$ cat src/rtl/game_pkg.sv
// Shared constants, state encoding and helpers for the flappy-style game controller.
package game_pkg;

    // Playfield geometry and the fixed column the bird occupies.
    localparam int SCREEN_W = 160;
    localparam int SCREEN_H = 120;
    localparam int BIRD_X   = 4;

    // Positions loaded at reset and at the start of every round.
    localparam logic [6:0] RESET_BOX_Y  = 7'd60;
    localparam logic [7:0] RESET_PIPE_X = 8'd159;
    localparam logic [6:0] RESET_PIPE_Y = 7'd40;
    localparam logic [7:0] LFSR_SEED    = 8'h5A;

    typedef enum logic [2:0] {
        S_IDLE     = 3'd0,
        S_RUN_WAIT = 3'd1,
        S_PULSE    = 3'd2,
        S_WAIT_ACK = 3'd3,
        S_UPDATE   = 3'd4,
        S_OVER     = 3'd5
    } game_state_t;

    // One step of the x^8+x^6+x^5+x^4+1 Fibonacci LFSR; zero is unreachable from a nonzero seed.
    function automatic logic [7:0] lfsrNext(input logic [7:0] v);
        return {v[6:0], v[7] ^ v[5] ^ v[4] ^ v[3]};
    endfunction

endpackage

$ cat src/rtl/game_tick_divider.sv
// Free-running divider producing a one-cycle strobe every TICK_DIV clocks.
module game_tick_divider #(
    parameter int TICK_DIV = 833333
) (
    input  logic CLOCK_50,
    input  logic resetn,
    output logic tick_hit
);

    localparam int CW = (TICK_DIV > 1) ? $clog2(TICK_DIV) : 1;
    localparam logic [CW-1:0] LAST = CW'(TICK_DIV - 1);

    logic [CW-1:0] r_count;

    // Count 0..TICK_DIV-1 and wrap; the strobe marks the last count before the wrap.
    always_ff @(posedge CLOCK_50 or negedge resetn) begin
        if (!resetn) begin
            r_count <= '0;
        end else if (r_count == LAST) begin
            r_count <= '0;
        end else begin
            r_count <= r_count + CW'(1);
        end
    end

    assign tick_hit = (r_count == LAST);

endmodule

$ cat src/rtl/game_controller.sv
// Game state machine: paces the painter with a pulse/ack handshake and moves bird and pipe once per tick.
module game_controller
    import game_pkg::*;
#(
    parameter int TICK_DIV = 833333,
    parameter int GAP_H    = 20,
    parameter int FLAP_V   = 4
) (
    input  logic       CLOCK_50,
    input  logic       resetn,
    input  logic       start,
    input  logic       flap,
    input  logic       game_tick_after_draw,
    output logic       game_pulse,
    output logic [6:0] box_y,
    output logic [7:0] pipe_one_x,
    output logic [6:0] pipe_one_y,
    output logic       game_over,
    output logic [7:0] score
);

    localparam logic signed [3:0] FLAP_VEL = 4'(-FLAP_V);
    localparam logic signed [3:0] VEL_MAX  = 4'sd7;
    localparam logic signed [7:0] Y_WALL   = 8'(SCREEN_H - 1);
    localparam logic [6:0]        Y_MAX    = 7'(SCREEN_H - 2);
    localparam logic [7:0]        X_LAST   = 8'(SCREEN_W - 1);
    localparam logic [7:0]        X_NEAR   = 8'(BIRD_X - 1);
    localparam logic [7:0]        X_FAR    = 8'(BIRD_X + 1);
    localparam logic [8:0]        GAP_SPAN = 9'(GAP_H);

    game_state_t       r_state;
    logic              r_game_pulse;
    logic              r_game_over;
    logic [6:0]        r_box_y;
    logic signed [3:0] r_vel;
    logic [7:0]        r_pipe_x;
    logic [6:0]        r_pipe_y;
    logic [7:0]        r_score;
    logic              r_flap_latch;
    logic              r_flap_prev;
    logic              r_ack_sample;
    logic [7:0]        r_lfsr;

    logic              w_tick_hit;
    logic              w_flap_edge;
    logic              w_ack_seen;
    logic signed [3:0] w_vel_next;
    logic signed [7:0] w_y_sum;
    logic [6:0]        w_box_y_next;
    logic              w_hit_wall;
    logic [7:0]        w_pipe_x_next;
    logic [6:0]        w_pipe_y_next;
    logic [7:0]        w_lfsr_mod;
    logic [8:0]        w_bird_top;
    logic [8:0]        w_bird_bot;
    logic [8:0]        w_gap_top;
    logic [8:0]        w_gap_end;
    logic              w_hit_pipe;
    logic [7:0]        w_score_next;

    game_tick_divider #(
        .TICK_DIV (TICK_DIV)
    ) u_tick (
        .CLOCK_50 (CLOCK_50),
        .resetn   (resetn),
        .tick_hit (w_tick_hit)
    );

    assign w_flap_edge = flap & ~r_flap_prev;
    assign w_ack_seen  = (game_tick_after_draw != r_ack_sample);

    // Remember the previous key level and, outside WAIT_ACK, track the ack toggle so PULSE captures it.
    always_ff @(posedge CLOCK_50 or negedge resetn) begin
        if (!resetn) begin
            r_flap_prev  <= 1'b0;
            r_ack_sample <= 1'b0;
        end else begin
            r_flap_prev <= flap;
            if (r_state != S_WAIT_ACK) begin
                r_ack_sample <= game_tick_after_draw;
            end
        end
    end

    // Free-running pseudo-random source for new pipe gap positions.
    always_ff @(posedge CLOCK_50 or negedge resetn) begin
        if (!resetn) begin
            r_lfsr <= LFSR_SEED;
        end else begin
            r_lfsr <= lfsrNext(r_lfsr);
        end
    end

    // Next-tick physics: velocity, vertical motion with wall clamp, pipe scroll, collision and score.
    always_comb begin
        w_vel_next    = r_vel;
        w_box_y_next  = r_box_y;
        w_hit_wall    = 1'b0;
        w_pipe_x_next = r_pipe_x - 8'd1;
        w_pipe_y_next = r_pipe_y;
        w_lfsr_mod    = (r_lfsr % 8'd80) + 8'd10;

        if (r_flap_latch) begin
            w_vel_next = FLAP_VEL;
        end else if (r_vel >= VEL_MAX) begin
            w_vel_next = VEL_MAX;
        end else begin
            w_vel_next = r_vel + 4'sd1;
        end

        w_y_sum = $signed({1'b0, r_box_y}) + $signed({{4{w_vel_next[3]}}, w_vel_next});
        if (w_y_sum <= 8'sd0) begin
            w_box_y_next = 7'd1;
            w_hit_wall   = 1'b1;
        end else if (w_y_sum >= Y_WALL) begin
            w_box_y_next = Y_MAX;
            w_hit_wall   = 1'b1;
        end else begin
            w_box_y_next = w_y_sum[6:0];
        end

        if (r_pipe_x == 8'd0) begin
            w_pipe_x_next = X_LAST;
            w_pipe_y_next = w_lfsr_mod[6:0];
        end

        w_bird_top = {2'b00, w_box_y_next} - 9'd1;
        w_bird_bot = {2'b00, w_box_y_next} + 9'd1;
        w_gap_top  = {2'b00, w_pipe_y_next};
        w_gap_end  = {2'b00, w_pipe_y_next} + GAP_SPAN;
        w_hit_pipe = (w_pipe_x_next >= X_NEAR) && (w_pipe_x_next <= X_FAR) &&
                     ((w_bird_top < w_gap_top) || (w_bird_bot >= w_gap_end));

        w_score_next = r_score;
        if ((r_pipe_x == X_NEAR) && (r_score != 8'hFF)) begin
            w_score_next = r_score + 8'd1;
        end
    end

    // Round sequencing, painter handshake and registered game state.
    always_ff @(posedge CLOCK_50 or negedge resetn) begin
        if (!resetn) begin
            r_state      <= S_IDLE;
            r_game_pulse <= 1'b0;
            r_game_over  <= 1'b0;
            r_box_y      <= RESET_BOX_Y;
            r_vel        <= 4'sd0;
            r_pipe_x     <= RESET_PIPE_X;
            r_pipe_y     <= RESET_PIPE_Y;
            r_score      <= 8'd0;
            r_flap_latch <= 1'b0;
        end else begin
            case (r_state)
                S_IDLE: begin
                    r_game_pulse <= 1'b0;
                    r_game_over  <= 1'b0;
                    r_flap_latch <= 1'b0;
                    if (start) begin
                        r_state  <= S_RUN_WAIT;
                        r_box_y  <= RESET_BOX_Y;
                        r_vel    <= 4'sd0;
                        r_pipe_x <= RESET_PIPE_X;
                        r_pipe_y <= RESET_PIPE_Y;
                        r_score  <= 8'd0;
                    end
                end
                S_RUN_WAIT: begin
                    r_flap_latch <= r_flap_latch | w_flap_edge;
                    if (w_tick_hit) begin
                        r_state      <= S_PULSE;
                        r_game_pulse <= 1'b1;
                    end
                end
                S_PULSE: begin
                    r_flap_latch <= r_flap_latch | w_flap_edge;
                    r_game_pulse <= 1'b0;
                    r_state      <= S_WAIT_ACK;
                end
                S_WAIT_ACK: begin
                    r_flap_latch <= r_flap_latch | w_flap_edge;
                    if (w_ack_seen) begin
                        r_state <= S_UPDATE;
                    end
                end
                S_UPDATE: begin
                    r_flap_latch <= w_flap_edge;
                    r_vel        <= w_vel_next;
                    r_box_y      <= w_box_y_next;
                    r_pipe_x     <= w_pipe_x_next;
                    r_pipe_y     <= w_pipe_y_next;
                    r_score      <= w_score_next;
                    if (w_hit_wall || w_hit_pipe) begin
                        r_state     <= S_OVER;
                        r_game_over <= 1'b1;
                    end else begin
                        r_state <= S_RUN_WAIT;
                    end
                end
                S_OVER: begin
                    r_flap_latch <= 1'b0;
                    r_game_pulse <= 1'b0;
                    if (!start) begin
                        r_state     <= S_IDLE;
                        r_game_over <= 1'b0;
                    end
                end
                default: begin
                    r_state      <= S_IDLE;
                    r_game_pulse <= 1'b0;
                    r_game_over  <= 1'b0;
                end
            endcase
        end
    end

    assign game_pulse = r_game_pulse;
    assign game_over  = r_game_over;
    assign box_y      = r_box_y;
    assign pipe_one_x = r_pipe_x;
    assign pipe_one_y = r_pipe_y;
    assign score      = r_score;

endmodule

$ cat config.mk
export PLATFORM = sky130hd
export DESIGN_NAME = game_controller
export DESIGN_NICKNAME = d
export VERILOG_FILES = /design/src/rtl/game_pkg.sv /design/src/rtl/game_tick_divider.sv /design/src/rtl/game_controller.sv
export SDC_FILE = /design/constraint.sdc
export NUM_CORES = 1
export LEC_CHECK = 0
export BUFFER_PORTS_ARGS = -buffer_cell sky130_fd_sc_hd__buf_2
export CAP_MARGIN = 0
export CORE_MARGIN = 1
export CORE_UTILIZATION = 52
export DETAILED_ROUTE_END_ITERATION = 8
export PLACE_DENSITY = 0.71
export SYNTH_ARGS = -nofsm -noshare
export SYNTH_HDL_FRONTEND = slang
export SYNTH_HIERARCHICAL = 1
export SYNTH_SLANG_ARGS = --single-unit
$ cat constraint.sdc
create_clock -name CLOCK_50 -period 6.5 [get_ports CLOCK_50]
set_clock_uncertainty 0.05 [all_clocks]
set_input_delay 0.65 -clock CLOCK_50 [delete_from_list [all_inputs] [get_ports CLOCK_50]]
set_output_delay 0.65 -clock CLOCK_50 [all_outputs]
set_load 0.1 [all_outputs]
==> results.json <==
{
  "syn_nets": 563,
  "synth_xor_area_frac": 0.0752,
  "p_clk_frac": 0.304,
  "yosys.area_share.simple": 0.220,
  "worstSetupStartpointType": "register",
  "finalCritPeriodShare": 0.828,
  "synth_warnings": 6,
  "setup_violations": 0,
  "pwr-share-comb": 0.310,
  "vias": 3981,
  "synthMuxAreaShare": 0.0131,
  "grt-ovfl-total": 0,
  "layout_commonest_cell": "dfrtp_1",
  "cts_setup_buffers": 0,
  "status": "finished with violations",
  "synth.avg_cell_area_um2": 9.17,
  "cap_violations": 0,
  "cts_sinks": 70,
  "worstMarginPinSlew_ns": 0.906,
  "synth_edf_count": 0,
  "root_buffer": "clkbuf_8",
  "synth_flop_cell": "dfrtp_1",
  "endpoint_kind": "register",
  "arrival_ns": 5.59,
  "clock_latency_ns": 0.36,
  "synthArstFlopShare": 1.00,
  "die_area_um2": 9570,
  "synth_top_family_by_area": "simple AND/OR/NAND/NOR gates",
  "whs_ns": 0.352,
  "num_io_pins": 37,
  "setup_tns_ns": 0,
  "syn_inst": 521,
  "synth-adder-area-share": 0.0985,
  "cts_max_path_buffers": 2,
  "wirelength_um": 10700,
  "power_mw": 1.22,
  "core_um2": 8810,
  "crit_type": "register to register",
  "grtUsageTotal": 0.239,
  "dr.pass1.iters": 7,
  "synth_area_um2": 4780,
  "antenna_found_initial": 0,
  "drc": 10,
  "clkTransAtPathRegs_ns": 0.07,
  "violations": "DRC",
  "period_minus_slack_ns": 5.38,
  "cts_hold_buf": 0,
  "port_buffers": 36,
  "p_seq_frac": 0.386,
  "final_util": 0.599,
  "switchingPower_uw": 453,
  "place.gp.congestion": 0.847,
  "grt_max_degree": 71,
  "die_x_um": 97.8,
  "cts_tree": "built",
  "cts_made_buffers": 9,
  "vias_per_cell": 5.94,
  "drive_gt1_frac": 0.158,
  "ant_nets": 0,
  "fp.dieH_um": 97.8,
  "first_global_vias": 3816,
  "core.rowCount": 34,
  "synth_seq_cells": 70,
  "avgRoutedWirePerCell_um": 15.9,
  "clock.fmax_ghz": 0.186,
  "cts_resized": 0,
  "diodes": 0,
  "leakage_nw": 2.30,
  "grt_pass1_wl_um": 18400,
  "ir_drop_mv": 0.113,
  "hold_class": "register to register",
  "p_int_uw": 765,
  "htree_levels": 3,
  "hold_viol": 0,
  "cp_max_fo": 8,
  "nets": 599,
  "rsz0062_at_grt": "no",
  "hpwl_um": 7560,
  "critPathRequiredTime_ns": 6.71,
  "swShare": 0.372,
  "start_util": 0.542,
  "area.growth.synth_to_final_pct": 10.4,
  "layout_common_cells": "54 x dfrtp_1, 45 x nor2_1, 38 x nand2_1",
  "drt_iter0_markers": 179,
  "seq_area_frac_synth": 0.371,
  "fillers": 800,
  "synth_compound_area_frac": 0.187,
  "drv_slew": 0,
  "power.density_nw_per_um2": 231,
  "synth.distinct_cells": 77,
  "relSlewSlack": 0.396
}
[critical path, cell delays in order, from the launching register on]
cell,delay (ns)
dfrtp_1,0.42
ha_1,0.26
nor3_1,0.18
a211o_1,0.29
ha_1,0.35
and3b_1,0.23
o21a_1,0.22
o211ai_1,0.55
o2111ai_1,0.37
a21oi_1,0.29
inv_1,0.07
ha_1,0.27
o21ai_0,0.12
o21ai_0,0.13
a21bo_2,0.23
ha_1,0.18
a211oi_1,0.26
a211o_1,0.17
a31oi_1,0.04
a2111o_1,0.41
a32oi_1,0.21
[synth_stat cells (5+ instances only)]
cell | number | area share
nand3_1 | 16 | 0.017
nor2_1 | 45 | 0.035
and3_1 | 9 | 0.012
or3_1 | 7 | 0.0092
dfstp_2 | 16 | 0.088
nor3_1 | 8 | 0.0084
nand2_1 | 38 | 0.030
xnor2_1 | 28 | 0.051
dfrtp_1 | 54 | 0.28
a211oi_1 | 5 | 0.0079
a21o_1 | 5 | 0.0079
nor2b_1 | 11 | 0.014
nor3b_1 | 7 | 0.011
ha_1 | 36 | 0.094
xor2_1 | 13 | 0.024
inv_1 | 29 | 0.023
a22o_1 | 8 | 0.015
o21ai_0 | 31 | 0.032
a31oi_1 | 6 | 0.0079
o31ai_1 | 5 | 0.0079
nand2b_1 | 8 | 0.010
a21oi_1 | 31 | 0.032
nand4_1 | 8 | 0.010
clkbuf_1 | 13 | 0.010
[cell families after synthesis]
kind of cell | count (synthesis)
compound gates | 132
xor+xnor | 41
fa+ha+maj | 37
buf+inv | 44
flops | 70
mux | 6
other cells | 1
simple gates | 190
[cell type report]
class,instances,area (µm²),share of cell area
clock buffers,10,138,0.0261
inverters,29,109,0.0206
repair buffers,40,210,0.0399
well taps,108,135,0.0256
multi-input cells,407,2840,0.539
clock inverters,6,68.8,0.0131
flip-flops and latches,70,1770,0.336
[power by group through the flow]
stage               clock network [mW]  logic (mW)  registers [mW]
floorplan                            0       0.203           0.566
global placement                     0       0.363           0.477
detailed placement                   0       0.372           0.478
CTS                              0.379       0.378           0.470
global route                     0.397       0.416           0.472
finish                           0.370       0.378           0.470
[worst paths after layout]
kind | slack [ns] | depth (start not counted) | to | from
worst min register to register | 0.35 | 0 | r_lfsr[1]$_DFF_PN1_ | r_lfsr[0]$_DFF_PN0_
min in group asynchronous | 0.42 | 2 | score[0]$_DFFE_PN0P_ | resetn
worst min-delay path | 0.35 | 0 | r_lfsr[1]$_DFF_PN1_ | r_lfsr[0]$_DFF_PN0_
worst max register to register | 1.12 | 20 | r_state[2]$_DFFE_PN0P_ | r_vel[0]$_DFFE_PN0P_
max in group asynchronous | 5.36 | 2 | pipe_one_y[2]$_DFFE_PN0P_ | resetn
worst max-delay path | 1.12 | 20 | r_state[2]$_DFFE_PN0P_ | r_vel[0]$_DFFE_PN0P_
[registers in the layout, indices dropped and copies added (netlist names), 3 cells and up]
name and count:
r_lfsr 8, r_state 3, u_tick/r_count 20, r_vel 4, pipe_one_y 7, pipe_one_x 8, box_y 7, score 8
[layer usage]
layer | wire length [µm] | track usage | vias up
met5 | 0 | 0 | -
met4 | 189 | 0.0979 | 0
met3 | 430 | 0.0401 | 17
met2 | 4970 | 0.374 | 77
met1 | 5090 | 0.331 | 1931
li1 | - | - | 1956
[through the flow]
step | std cells | setup WS, ns | area [µm²]
after floorplan | 521 | 1.58 | 4780
after global placement | 654 | 1.40 | 5070
after detailed placement | 654 | 1.17 | 5070
after CTS | 670 | 1.12 | 5270
after global routing | 670 | 0.582 | 5270
final | 670 | 1.12 | 5270
No activity file was read; power rests on OpenSTA's default activity.
